### src/rtl/start_fsm_if.sv
// Handshake bundle between the convolution start sequencer and its controller.
// En comes from the controller; CLR and start go back out to the datapath.
interface start_fsm_if;
   logic En;
   logic CLR;
   logic start;

   modport master (output En, input CLR, input start);
   modport slave  (input En, output CLR, output start);
endinterface

### src/rtl/start_fsm.sv
// Start sequencer for the convolution engine: clear pulse, start pulse, then run,
// repeating every RESTART_PERIOD cycles while En stays high.
//
// state   | meaning
// --------+----------------------------------------------------------
// S_IDLE  | disabled, outputs low, waiting for En
// S_CLEAR | CLR high for CLR_CYCLES cycles
// S_START | start high for START_CYCLES cycles
// S_RUN   | datapath computing; re-sequence after RESTART_PERIOD (0 = never)
module start_fsm #(
   parameter int unsigned CLR_CYCLES     = 1,
   parameter int unsigned START_CYCLES   = 1,
   parameter int unsigned RESTART_PERIOD = 16
) (
   input  logic         clk,
   input  logic         rst_n,
   start_fsm_if.slave   io_seq
);

   typedef enum logic [1:0] {
      S_IDLE,
      S_CLEAR,
      S_START,
      S_RUN
   } state_t;

   localparam logic [15:0] CLR_TC   = 16'(CLR_CYCLES - 1);
   localparam logic [15:0] START_TC = 16'(START_CYCLES - 1);
   localparam logic [15:0] RUN_TC   = (RESTART_PERIOD == 0) ? 16'd0 : 16'(RESTART_PERIOD - 1);
   localparam logic        RUN_REPEATS = (RESTART_PERIOD != 0);

   state_t      r_state;
   state_t      w_next;
   logic [15:0] r_cnt;
   logic [15:0] w_cnt_next;
   logic        r_clr;
   logic        r_start;

   always_comb begin
      w_next     = r_state;
      w_cnt_next = r_cnt + 16'd1;
      if (!io_seq.En) begin
         w_next = S_IDLE;
      end else begin
         case (r_state)
            S_IDLE:  w_next = S_CLEAR;
            S_CLEAR: if (r_cnt == CLR_TC)   w_next = S_START;
            S_START: if (r_cnt == START_TC) w_next = S_RUN;
            S_RUN:   if (RUN_REPEATS && (r_cnt == RUN_TC)) w_next = S_CLEAR;
            default: w_next = S_IDLE;
         endcase
      end
      // With no restart the RUN count is meaningless, so freeze it rather than let it wrap.
      if (w_next != r_state || w_next == S_IDLE) begin
         w_cnt_next = '0;
      end else if (w_next == S_RUN && !RUN_REPEATS) begin
         w_cnt_next = r_cnt;
      end
   end

   always_ff @(posedge clk or negedge rst_n) begin
      if (!rst_n) begin
         r_state <= S_IDLE;
         r_cnt   <= '0;
         r_clr   <= 1'b0;
         r_start <= 1'b0;
      end else begin
         r_state <= w_next;
         r_cnt   <= w_cnt_next;
         r_clr   <= (w_next == S_CLEAR);
         r_start <= (w_next == S_START);
      end
   end

   assign io_seq.CLR   = r_clr;
   assign io_seq.start = r_start;

endmodule

### src/flat_wrapper.sv
// flat-port wrapper written by rule: the top's interface ports become plain ports
module start_fsm_flat 
#(
   parameter int unsigned CLR_CYCLES     = 1,
   parameter int unsigned START_CYCLES   = 1,
   parameter int unsigned RESTART_PERIOD = 16
)
  (clk, rst_n, io_seq_En, io_seq_CLR, io_seq_start);
  start_fsm_if io_seq_i ();
  input  logic clk;
  input  logic rst_n;
  input wire logic [$bits(io_seq_i.En)-1:0] io_seq_En;
  output wire logic [$bits(io_seq_i.CLR)-1:0] io_seq_CLR;
  output wire logic [$bits(io_seq_i.start)-1:0] io_seq_start;
  assign io_seq_i.En = io_seq_En;
  assign io_seq_CLR = io_seq_i.CLR;
  assign io_seq_start = io_seq_i.start;
  start_fsm #(.CLR_CYCLES(CLR_CYCLES), .START_CYCLES(START_CYCLES), .RESTART_PERIOD(RESTART_PERIOD)) u_core (.clk(clk), .rst_n(rst_n), .io_seq(io_seq_i));
endmodule
### config.mk
export PLATFORM = sky130hd
export DESIGN_NAME = start_fsm_flat
export DESIGN_NICKNAME = d
export VERILOG_FILES = /design/src/rtl/start_fsm_if.sv /design/src/rtl/start_fsm.sv /design/src/flat_wrapper.sv
export SDC_FILE = /design/constraint.sdc
export NUM_CORES = 1
export LEC_CHECK = 0
export CORE_ASPECT_RATIO = 1.25
export CORE_MARGIN = 2
export CORE_UTILIZATION = 55
export CTS_BUF_LIST = sky130_fd_sc_hd__clkbuf_2
export DETAILED_ROUTE_END_ITERATION = 8
export HOLD_SLACK_MARGIN = 0.08
export PLACE_DENSITY = 0.84
export SYNTH_ARGS = -nofsm -noshare
export SYNTH_HDL_FRONTEND = slang
export SYNTH_SLANG_ARGS = --single-unit
export TNS_END_PERCENT = 30
### constraint.sdc
create_clock -name clk -period 1.72 [get_ports clk]
set_input_delay 0.43 -clock clk [delete_from_list [all_inputs] [get_ports clk]]
set_output_delay 0.43 -clock clk [all_outputs]
set_load 0.01 [all_outputs]
### Word level (Yosys, flattened, before mapping)

Cells that the tools add are included.

* output and inout port bits: 2
* word-level logic and storage cells: 22
* register bits: 20
* input port bits: 3

* equality and inequality tests: 7
* reductions and logical operators: 4
* mux-type cells: 6
* $add $sub $neg: 1

Operator list (count)
* $add A16 B1 Y16 const B: 1
* $eq A16 B4 Y1 const B: 1
* $logic_not A16 Y1: 1
* $mux W16: 1
* $mux W2: 4
* $pmux W2 S4: 1
* $eq A2 B2 Y1 const B: 3
* $eq A2 B1 Y1 const B: 2
* $logic_not A2 Y1: 2
* $ne A2 B2 Y1: 1
* $logic_or A1 B1 Y1: 1

### Depth between registers and ports, before layout

Gate-level depths: netlist of the first run.

* depth after elaboration: 7
* gate-level depth with buffers: 7
* gate-level depth less buffers: 6

### Worst setup path after synthesis of the first run

Ideal clock, no wire load.

* path kind: flip-flop to flip-flop
* start: reg u_core.r_cnt[4]
* end: reg u_core.r_cnt[6]
* arrival time: 1.692 ns
* library setup time: 0.119 ns
* slack: -0.091 ns
* period minus slack after synthesis: 1.811 ns
* data required time: 1.601 ns
* path buffers: 1
* cell stages (with the launch flop): 6
* path through: dfrtp_1 -> or4_4 -> nor4_4 -> o22a_2 -> buf_6 -> nor2_1

* word-level cells in the longest chain between the ends: 7
* elaborated cells on any way between the ends: 12
* classes of those cells: add/sub: 1; eq/ne: 2; mux: 6; reduce/logical: 3

RTL lines
* from (decl): line start_fsm.sv:34 `logic [15:0] r_cnt;`
* from (signal assigned): line start_fsm.sv:69 `r_cnt <= w_cnt_next;`
* $eq A16 B4 Y1 or $logic_not A16 Y1 (tied branches): line start_fsm.sv:49, start_fsm.sv:47, start_fsm.sv:48
* $mux W2 (on tied branches): line start_fsm.sv:49, start_fsm.sv:47, start_fsm.sv:48
* $pmux W2 S4: line start_fsm.sv:45 `case (r_state)`
* $mux W2: line start_fsm.sv:42 `if (!io_seq.En) begin`
* $ne A2 B2 Y1 or $logic_not A2 Y1 (tied branches): line start_fsm.sv:54 `if (w_next != r_state || w_next == S_IDLE) begin`
* $logic_or A1 B1 Y1: line start_fsm.sv:54
* $mux W16 *: line start_fsm.sv:54
* via u_core.w_cnt_next[6]: line start_fsm.sv:35 `logic [15:0] w_cnt_next;`

Mark *: on every way through the listed nets, which the timed path passes. The rest lies on a longest branch.

### Worst setup path in the final report of the first run

* start: reg u_core.r_cnt[6]
* end: reg u_core.r_state[0]

* word-level cells in the longest chain between the ends: 4
* elaborated cells on any way between the ends: 7
* classes of those cells: eq/ne: 1; mux: 5; reduce/logical: 1

RTL lines
* $eq A16 B4 Y1 or $logic_not A16 Y1 (tied branches): line start_fsm.sv:49, start_fsm.sv:47, start_fsm.sv:48
* $mux W2 (on tied branches): line start_fsm.sv:49, start_fsm.sv:47, start_fsm.sv:48
* $pmux W2 S4 *: line start_fsm.sv:45
* $mux W2 *: line start_fsm.sv:42
* via u_core.w_next[0]: line start_fsm.sv:33 `state_t w_next;`
* to (signal assigned): line start_fsm.sv:68 `r_state <= w_next;`
* to (decl): line start_fsm.sv:32 `state_t r_state;`

Marked as above.

==> impl_results.md, run 1 <==
- PortBufs: 4
- Leakage: ~0.00054 uW
- Worst slew pin tran: ~0.37 ns
- Die width: 42.1 um
- Post-synthesis cell count: 99
- Post-synthesis register bit count: 20
- Root buf cell: clkbuf_2
- Outcome: finished, violations left
- DRC errors left: 0
- Failing checks: setup timing
- H-tree Lvls: 1
- Final Critical Period: 1.86 ns
- First-pass GRT wire length: roughly 3500 um
- First-pass DRT Iterations: 4
- Clk_lat worst skew: ~0.32 ns
- Vias in the first global route: 813
- Clock Tree Buf Depth: 2
- Largest net degree at the start of global routing: 21
- Rel. slew slack: between 70 and 80%
- Clk_skew: ~0.0048 ns
- Fin crit share: 108%
- Hold Vio Cnt, Final: 0
- Placer congestion estimate: 0.792
- Arrival @ worst endpoint: between 2 and 2.5 ns
- Detail Placement HPWL: between 1500 and 2000 um
- CTS tree: yes
- Clk sinks: 20
- Fill cells: ~140
- Setup ws final: -0.139 ns
- Antenna diodes: 0
- Via count normalized by instance count: about 5.4
- Inserted Clock Buffers: 3
- Worst-path clk slew: about 0.17 ns
- Average wire per standard cell: around 14 um
- Synth top area share: approximately half
- PD cells: just under 600 nW/um^2
- Critical path class: reg2reg
- Detailed Route Iter0 Violations: 3
- Post-detailed-route count of antenna-violating nets: 0
- Initial Util: between 50% and 60%
- Max-cap violations: 0
- Row count: 17
- Core Region: ~1700 um^2
- Layout area overhead: 26.8%
- Die height: approximately 52 um
- Crit-path max FO: 2
- Num ports: 5
- Mean Syn Cell Area: roughly 10 um^2
- Nets: roughly 130
- RSZ-0062 raised after global routing: true
- Placed cells: around 140
- Fmax: ~0.54 GHz
- Final setup fails: 20
- Commonest non-fill, non-tap cell in the layout: buf_4
- Pins Over Slew Limit: 0
- Congestion Overflow GR: 0
- Net Count, Synth: ~100
- Sequential-to-total area share from yosys stat: 50.1%
- GRT Resource Usage Total: roughly 22%
- Yosys warns: 0
- Total die area: 2180 um^2
- Critical Path RT: about 2.0 ns
- Via count of the routed design: roughly 800
- Most frequent cells in the layout: buf_4 (21), dfrtp_1 (20), nor2_1 (19)
- Yosys cell types: 24
- Cell type with the highest aggregate area in the netlist: dfrtp_1
- Cell Area, Synth: about 1000 um^2
- Fin Setup TNS: -1.35 ns
- Peak supply drop: between 0.4 and 0.5 mV
- Antenna violations before repair: 0
- Hold Path Class: in2async
- Post-Route WL: roughly 2000 um
- Synth area leaders: dfrtp_1 (50%), xnor2_1 (11%), nor2_1 (7.1%), nor4_1 (3.8%), nand3_1 (3.0%)
- Critical Path End Type: flip-flop
- Setup crit start kind: flip-flop
- Layout cells sized above 1: between 20% and 30%
- Fin cells: around 150
[timing repair]
action,4_1_cts,5_1_grt
endpoints found under the setup margin,20,20
gates resized for setup,0,5
setup buffers,0,1
hold buffers,0,0
endpoints found under the hold margin,0,0
pin swaps,3,1
[worst max-delay path: stages (launching register included)]
cell and delay [ns]:
dfrtp_1 0.42, or4_4 0.57, nor4_4 0.30, buf_4 0.16, mux2i_2 0.22, and2_1 0.14
[worst paths after layout]
path                                       from                end  slack (ns)  depth (start not counted)
max in group asynchronous                 rst_n   u_core.r_cnt[15]        1.10                          2
worst max register to register  u_core.r_cnt[6]  u_core.r_state[0]       -0.14                          5
worst min register to register  u_core.r_cnt[0]    u_core.r_cnt[0]        0.58                          2
worst max-delay path            u_core.r_cnt[6]  u_core.r_state[0]       -0.14                          5
worst min-delay path                      rst_n  u_core.io_seq.CLR        0.42                          2
min in group clk                u_core.r_cnt[0]    u_core.r_cnt[0]        0.58                          2
[synth_stat cells]
cell type,count
a21oi_1,1
and2_1,1
and3_1,1
buf_6,1
dfrtp_1,20
ha_1,2
inv_1,6
mux2i_1,1
nand2_1,3
nand3_1,6
nand4_1,3
nor2_1,19
nor2b_1,3
nor3_1,4
nor4_1,6
nor4_4,1
o21a_1,1
o21ai_0,1
o22a_2,1
or3b_2,1
or4_1,1
or4_4,2
xnor2_1,13
xor2_1,1
[cells by family after synthesis]
| group | after synthesis | synth area share [%] |
|---|---|---|
| compound gates | 4 | 2.75 |
| flops | 20 | 50.1 |
| fa+ha+maj | 2 | 2.50 |
| mux | 1 | 1.00 |
| xor+xnor | 14 | 12.3 |
| simple gates | 51 | 28.0 |
| buf+inv | 7 | 3.38 |
[stage by stage]
| stage | setup WS, ns | total power, uW | instance area, um^2 | utilization, % | hold slack, ns |
|---|---|---|---|---|---|
| 2_1_floorplan | -0.0742 | 530 | 1000 | - | 0.134 |
| 3_3_place_gp | -0.0598 | 569 | 1220 | 70.1 | 0.524 |
| 3_5_place_dp | -0.101 | 572 | 1220 | 70.1 | 0.565 |
| 4_1_cts | -0.139 | 753 | 1240 | 70.9 | 0.427 |
| 5_1_grt | -0.213 | 784 | 1270 | 72.7 | 0.435 |
| 6_report | -0.139 | 752 | 1270 | 72.7 | 0.418 |
[state kept, by name (all words and copies together) (netlist names)]
signal,count
u_core.r_cnt,16
u_core.r_state,2
u_core.io_seq.CLR,1
u_core.io_seq.start,1
[routing by layer]
layer,part of all wire (%),GRT usage [%],vias to the layer above
li1,-,-,393
met4,2.4,12.5,0
met5,0,0,-
met1,44,26.6,379
met3,2.5,4.51,5
met2,51,38.0,8
[where the power goes]
group          total, uW  internal, uW  switching [uW]
combinational       77.1          39.3            37.8
clock                186          47.5             138
sequential           489           481            8.58
[area by class of cell]
| type | count | area (um^2) | share of cell area, % |
|---|---|---|---|
| Sequential cell | 20 | 500 | 39.5 |
| Inverter | 6 | 22.5 | 1.78 |
| Tap cell | 19 | 23.8 | 1.88 |
| Clock buffer | 3 | 15.0 | 1.18 |
| Timing Repair Buffer | 26 | 218 | 17.2 |
| Multi-Input combinational cell | 72 | 488 | 38.5 |
Power figures use the tool's default switching activity.
==> inputs of run 2 (changes only) <==
--- a/config.mk
+++ b/config.mk
@@ -12,5 +12,5 @@
 export DETAILED_ROUTE_END_ITERATION = 8
 export HOLD_SLACK_MARGIN = 0.08
-export PLACE_DENSITY = 0.84
+export PLACE_DENSITY = 0.88
 export SYNTH_ARGS = -nofsm -noshare
 export SYNTH_HDL_FRONTEND = slang
==> constraint.sdc (replaced) <==
create_clock -name clk -period 1.72 [get_ports clk]
set_input_delay 0.43 -clock clk [delete_from_list [all_inputs] [get_ports clk]]
set_output_delay 0.43 -clock clk [all_outputs]
set_load 0.005 [all_outputs]
==> impl_results.md, run 2 (synthesis results as in run 1) <==
- Via count normalized by instance count: 5.65 (+5.0%)
- Row count: 17 (unchanged)
- Antenna diodes: 0 (unchanged)
- Peak supply drop: 0.509 mV (+26%)
- Min Hold Slack: 0.405 ns (-0.0128 ns)
- Largest Register: u_core.r_cnt
- Most frequent cells in the layout: buf_4 (23), dfrtp_1 (20), nor2_1 (16)
- Fin crit share: 110% (+2.3 points)
- Total die area: 2180 um^2 (unchanged)
- Reg2reg start: u_core.r_cnt[12]
- Post-detailed-route count of antenna-violating nets: 0 (unchanged)
- Setup ws final: -0.178 ns (-0.0390 ns)
- Clk_lat worst skew: 0.32 ns (about the same)
- Clock Tree Buf Depth: 2 (unchanged)
- R2R cell count: 5 (unchanged)
- Fmax: 0.527 GHz (-2.1%)
- Fin Setup TNS: -2.91 ns (-1.56 ns)
- Worst-path cell chain: or4_4, nor4_4, buf_4, mux2i_2, and2_1
- Largest registers: u_core.r_cnt: 16 flops, u_core.r_state: 2 flops
- Vias in the first global route: 849 (+4.4%)
- Max-cap violations: 0 (unchanged)
- Core Region: 1740 um^2 (unchanged)
- Die width: 42.1 um (unchanged)
- Crit-path max FO: 2 (unchanged)
- PD cells: 554 nW/um^2 (-6.7%)
- CP max-delay cell: or4_4
- Pre-CTS WS: -0.160 ns (-0.0582 ns)
- Clk_skew: 0.0120 ns (+0.00726 ns)
- Critical Path RT: 1.99 ns (about the same)
- Die height: 51.7 um (unchanged)
- H-tree Lvls: 1 (unchanged)
- RSZ-0062 raised after global routing: true
- Final Critical Period: 1.90 ns (+0.0390 ns)
- Commonest non-fill, non-tap cell in the layout: buf_4
- PortBufs: 4 (unchanged)
- Critical path class: reg2reg
- Pins Over Slew Limit: 0 (unchanged)
- Met2 Use GR: 41.7% (+3.6 points)
- Met3 usage: 4.51% (unchanged)
- Worst slew pin tran: 0.426 ns (+0.0593 ns)
- Hold Vio Cnt, Final: 0 (unchanged)
- Leakage: 0.000588 uW (+9.4%)
- Outcome: finished, violations left
- Hold Path Class: in2async
- Nets: 138 (+3.0%)
- Average wire per standard cell: 16.2 um (+16%)
- Setup crit start kind: flip-flop
- Fin util: 79.3% (+6.6 points)
- Hold_buf cts: 0 (unchanged)
- Final setup fails: 20 (unchanged)
- Detail Placement HPWL: 1510 um (+0.15%)
- DRC errors left: 0 (unchanged)
- Arrival @ worst endpoint: 2.17 ns (+0.03 ns)
- Congestion Overflow GR: 0 (unchanged)
- Worst Setup SP: u_core.r_cnt[12]
- CTS tree: yes
- Largest net degree at the start of global routing: 21 (unchanged)
- Clk sinks: 20 (unchanged)
- First-pass DRT Iterations: 4 (unchanged)
- Peak per-stage delay on the critical path: 0.58 ns (about the same)
- Max reg flops: 16 (unchanged)
- PnR Total Power: 766 uW (+1.7%)
- Critical Path End Type: flip-flop
- Busiest grt layer: met2
- Inserted Clock Buffers: 3 (unchanged)
- GRT Resource Usage Total: 24.0% (+1.6 points)
- First-pass GRT wire length: 3830 um (+8.2%)
- Fill cells: 101 (-27%)
- Layout cells sized above 1: 35.1% (+8.3 points)
- Placer congestion estimate: 0.824 (+4.1%)
- Root buf cell: clkbuf_2
- Initial Util: 57.3% (unchanged)
- Detailed Route Iter0 Violations: 25 (+22)
- Antenna violations before repair: 0 (unchanged)
- Worst-path clk slew: 0.18 ns (about the same)
- Post-Route WL: 2420 um (+20%)
- Met1 Use GR: 29.0% (+2.4 points)
- Rel. slew slack: 71.5% (-3.8 points)
- Via count of the routed design: 847 (+7.9%)
- Num ports: 5 (unchanged)
- Failing checks: setup timing
- Layout area overhead: 38.3%
## run 2: critical path, delay by kind of cell (launching register included)
family        cells  cell delay [ns]
simple gates      3             1.03
flops             1             0.43
mux               1             0.22
buf+inv           1             0.17
## run 2: area by class of cell
| cell class | instances | area [um^2] | area share, % |
|---|---|---|---|
| Clock buffer | 3 | 15.0 | 1.09 |
| Inverter | 6 | 22.5 | 1.63 |
| Multi-Input combinational cell | 72 | 552 | 39.9 |
| Sequential cell | 20 | 500 | 36.2 |
| Tap cell | 19 | 23.8 | 1.72 |
| Timing Repair Buffer | 30 | 269 | 19.5 |
## run 2: what timing repair did
| item | 4_1_cts | 5_1_grt |
|---|---|---|
| gates resized for setup | 3 | 17 |
| cloned | 0 | 1 |
| pin swaps | 4 | 7 |
| buffers inserted | 2 | 3 |
| setup endpoints to repair | 20 | 20 |
## run 2: path summary, 6_finish.rpt
check                                    end  slack, ns
max                        u_core.r_state[0]      -0.18
min                          u_core.r_cnt[5]       0.40
max reg2reg                u_core.r_state[0]      -0.18
min reg2reg                u_core.r_state[1]       0.67
max in group asynchronous    u_core.r_cnt[0]       1.09
min in group clk           u_core.r_state[1]       0.67
## run 2: where the power goes
group          switching (uW)  total (uW)  leakage (uW)  internal, uW
registers                7.16         488      0.000275           481
clock network             141         188     0.0000125          47.5
logic                    41.6        89.4      0.000300          47.8
total                     189         766      0.000588           576
## run 2: routing by layer
metal / part of all wire [%] / wire (um) / vias to the layer above
met5: 0 / 0 / -
met4: 2.1 / 51 / 0
met3: 2.1 / 51 / 4
met2: 52 / 1260 / 10
met1: 44 / 1060 / 425
li1: - / - / 408
## run 2: metrics by stage
stage                     instances  area, um^2
after floorplan                  99        1000
after global placement          141        1210
after detailed placement        141        1210
after CTS                       146        1260
after global routing            150        1380
final                           150        1380
==> inputs of run 3 (changes only) <==
- CELL_PAD_IN_SITES_DETAIL_PLACEMENT: not set -> 1
- CELL_PAD_IN_SITES_GLOBAL_PLACEMENT: not set -> 2
- CORE_UTILIZATION: 55 -> 36
- PLACE_DENSITY: 0.88 -> 0.87
- SKIP_LAST_GASP: not set -> 1
==> impl_results.md, run 3 (synthesis results as in run 1) <==
- Clock Tree Buf Depth: 2 (unchanged)
- Post-route cell area: 1280 um^2 (-7.4%)
- Peak per-stage delay on the critical path: 0.57 ns (about the same)
- Fmax: 0.543 GHz (+3.1%)
- Nets: 134 (-2.9%)
- GRT Resource Usage Total: 15.9% (-8.1 points)
- Rel. slew slack: 76.3% (+4.8 points)
- Die height: 62.9 um (+22%)
- Congestion Overflow GR: 0 (unchanged)
- Most frequent cells in the layout: buf_4 (21), dfrtp_1 (20), nor2_1 (19)
- R2r endpoint: u_core.r_state[0]
- Vias in the first global route: 840 (-1.1%)
- Via count normalized by instance count: 4.90 (-13%)
- Clk_skew: 0.00257 ns (-0.00948 ns)
- Initial Util: 37.7% (-20 points)
- Layout cells sized above 1: 25.0% (-10 points)
- Total die area: 3220 um^2 (+48%)
- Sw frac: 24.0% (-0.77 points)
- Hold Vio Cnt, Final: 0 (unchanged)
- Peak supply drop: 0.217 mV (-57%)
- PortBufs: 4 (unchanged)
- Critical path class: reg2reg
- RSZ-0062 raised after global routing: true
- Post-Route WL: 2250 um (-7.3%)
- Met3 wire length: 48 um (-5.9%)
- Post-CTS setup buffer count: 0 (-2)
- Pre-CTS WS: -0.137 ns (+0.0229 ns)
- R2R cell count: 5 (unchanged)
- Clk pwr share: 25.0% (+0.4 points)
- PnR Total Power: 749 uW (-2.2%)
- Arrival @ worst endpoint: 2.10 ns (-0.07 ns)
- Placed Area: 1250 um^2 (+2.8%)
- Antenna diodes: 0 (unchanged)
- Die width: 51.1 um (+21%)
- Antenna violations before repair: 0 (unchanged)
- CTS tree: yes
- Final setup fails: 20 (unchanged)
- Worst slew pin tran: 0.352 ns (-0.0744 ns)
- Hold Path Class: in2async
- Outcome: finished, violations left
- Clk_lat worst skew: 0.30 ns (-0.02 ns)
- Reg2reg start: u_core.r_cnt[4]
- Failing checks: setup timing
- Uppermost layer routed: met4
- Critical Path RT: 1.98 ns (about the same)
- Largest Register: u_core.r_cnt
- Switching Power: 179 uW (-5.2%)
- Worst-path cell chain: or4_4, nor4_4, buf_4, mux2i_1, and2_1
- PD cells: 585 nW/um^2 (+5.7%)
- Pint: 570 uW (-1.2%)
- Reg-to-reg slack, setup: -0.12 ns (+0.06 ns)
- Fin cells: 162 (+8.0%)
- Core Region: 2650 um^2 (+52%)
- Root buf cell: clkbuf_2
- Commonest non-fill, non-tap cell in the layout: buf_4
- Fin Setup TNS: -1.22 ns (+1.69 ns)
- Row count: 21 (+4)
- WP depth: 5 (unchanged)
- Crit-path max FO: 2 (unchanged)
- Max-cap violations: 0 (unchanged)
- Worst Setup SP: u_core.r_cnt[4]
- Critical Path End Type: flip-flop
- Average wire per standard cell: 13.9 um (-14%)
- Largest registers: u_core.r_cnt: 16 flops, u_core.r_state: 2 flops
- CP Capture Point: u_core.r_state[0]
- Layout area overhead: 28.0%
- Post-detailed-route count of antenna-violating nets: 0 (unchanged)
- Setup ws final: -0.121 ns (+0.0579 ns)
- Hold_buf cts: 0 (unchanged)
- Via count of the routed design: 794 (-6.3%)
- CP max-delay cell: or4_4
- Fin crit share: 107% (-3.4 points)
- Placer congestion estimate: 0.752 (-8.7%)
- Detail Placement HPWL: 1780 um (+18%)
- Inserted Clock Buffers: 3 (unchanged)
- Pins Over Slew Limit: 0 (unchanged)
- Worst Path Buf+Inv: 1 (unchanged)
- Routed wl met2: 1200 um (-4.6%)
- Family with the most delay on the worst path: simple AND/OR/NAND/NOR gates
- Seq pwr share: 65.2% (+1.4 points)
- Num ports: 5 (unchanged)
- Detailed Route Iter0 Violations: 10 (-60%)
- Worst-path clk slew: 0.18 ns (about the same)
- H-tree Lvls: 1 (unchanged)
- Combinational power share: 9.8% (-1.9 points)
- Final Critical Period: 1.84 ns (-0.0579 ns)
- Setup crit start kind: flip-flop
- DRT met1 WL: 968 um (-8.8%)
- First-pass GRT wire length: 3860 um (+0.91%)
- First-pass DRT Iterations: 4 (unchanged)
- Placed cells: 158 (+12%)
- Leakage: 0.000542 uW (-7.8%)
- DRC errors left: 0 (unchanged)
- Max reg flops: 16 (unchanged)
- Clk sinks: 20 (unchanged)
- Largest net degree at the start of global routing: 21 (unchanged)
==> run 3: cell count changes in the layout (fill, tap and decap cells not counted), moves of 2 or more <==
cell | before | now
nor2_1 | 16 | 19
nor2_4 | 3 | 0
buf_4 | 23 | 21
inv_1 | 4 | 6
inv_2 | 2 | 0
nor4_1 | 3 | 5
nor4_4 | 3 | 1
==> run 3: per-stage QoR <==
| step | hold slack (ns) | utilization, % |
|---|---|---|
| final | 0.445 | 48.2 |
| after global placement | 0.531 | 47.1 |
| after floorplan | 0.134 | - |
| after CTS | 0.433 | 48.0 |
| after detailed placement | 0.540 | 47.1 |
| after global routing | 0.425 | 48.2 |
==> run 3: layout make-up <==
class | count | area, um^2
clock buffer | 3 | 15.0
tap | 34 | 42.5
fill | 323 | 1370
clock inverter | 1 | 3.75
sequential | 20 | 500
multi-input combinational | 72 | 478
inverter | 6 | 22.5
timing repair buffer | 26 | 218
==> run 3: timing repair <==
| action | CTS | global route |
|---|---|---|
| pin swaps | 0 | 5 |
| resized for setup | 1 | 2 |
| endpoints found under the setup margin | 20 | 20 |
==> run 3: worst min path at each step <==
stage                          from             endpoint  slack [ns]
global placement    u_core.r_cnt[0]      u_core.r_cnt[0]        0.53
finish                        rst_n  u_core.io_seq.start        0.45
CTS                           rst_n  u_core.io_seq.start        0.43
floorplan                     rst_n    u_core.io_seq.CLR        0.13
global route                  rst_n  u_core.io_seq.start        0.42
detailed placement  u_core.r_cnt[0]      u_core.r_cnt[0]        0.54
==> run 3: layer usage <==
| metal | vias to the layer above | track usage (%) |
|---|---|---|
| met3 | 4 | 2.39 |
| met5 | - | 0 |
| met4 | 0 | 6.08 |
| met1 | 389 | 18.4 |
| met2 | 7 | 28.6 |
| li1 | 394 | - |
==> run 3: power groups by stage <==
stage	logic (uW)	registers [uW]	clock network (uW)
6_report	73.6	488	187
3_5_place_dp	74.3	497	0
5_1_grt	82.9	490	216
3_3_place_gp	70.8	497	0
4_1_cts	74.5	488	199
2_1_floorplan	31.2	497	0
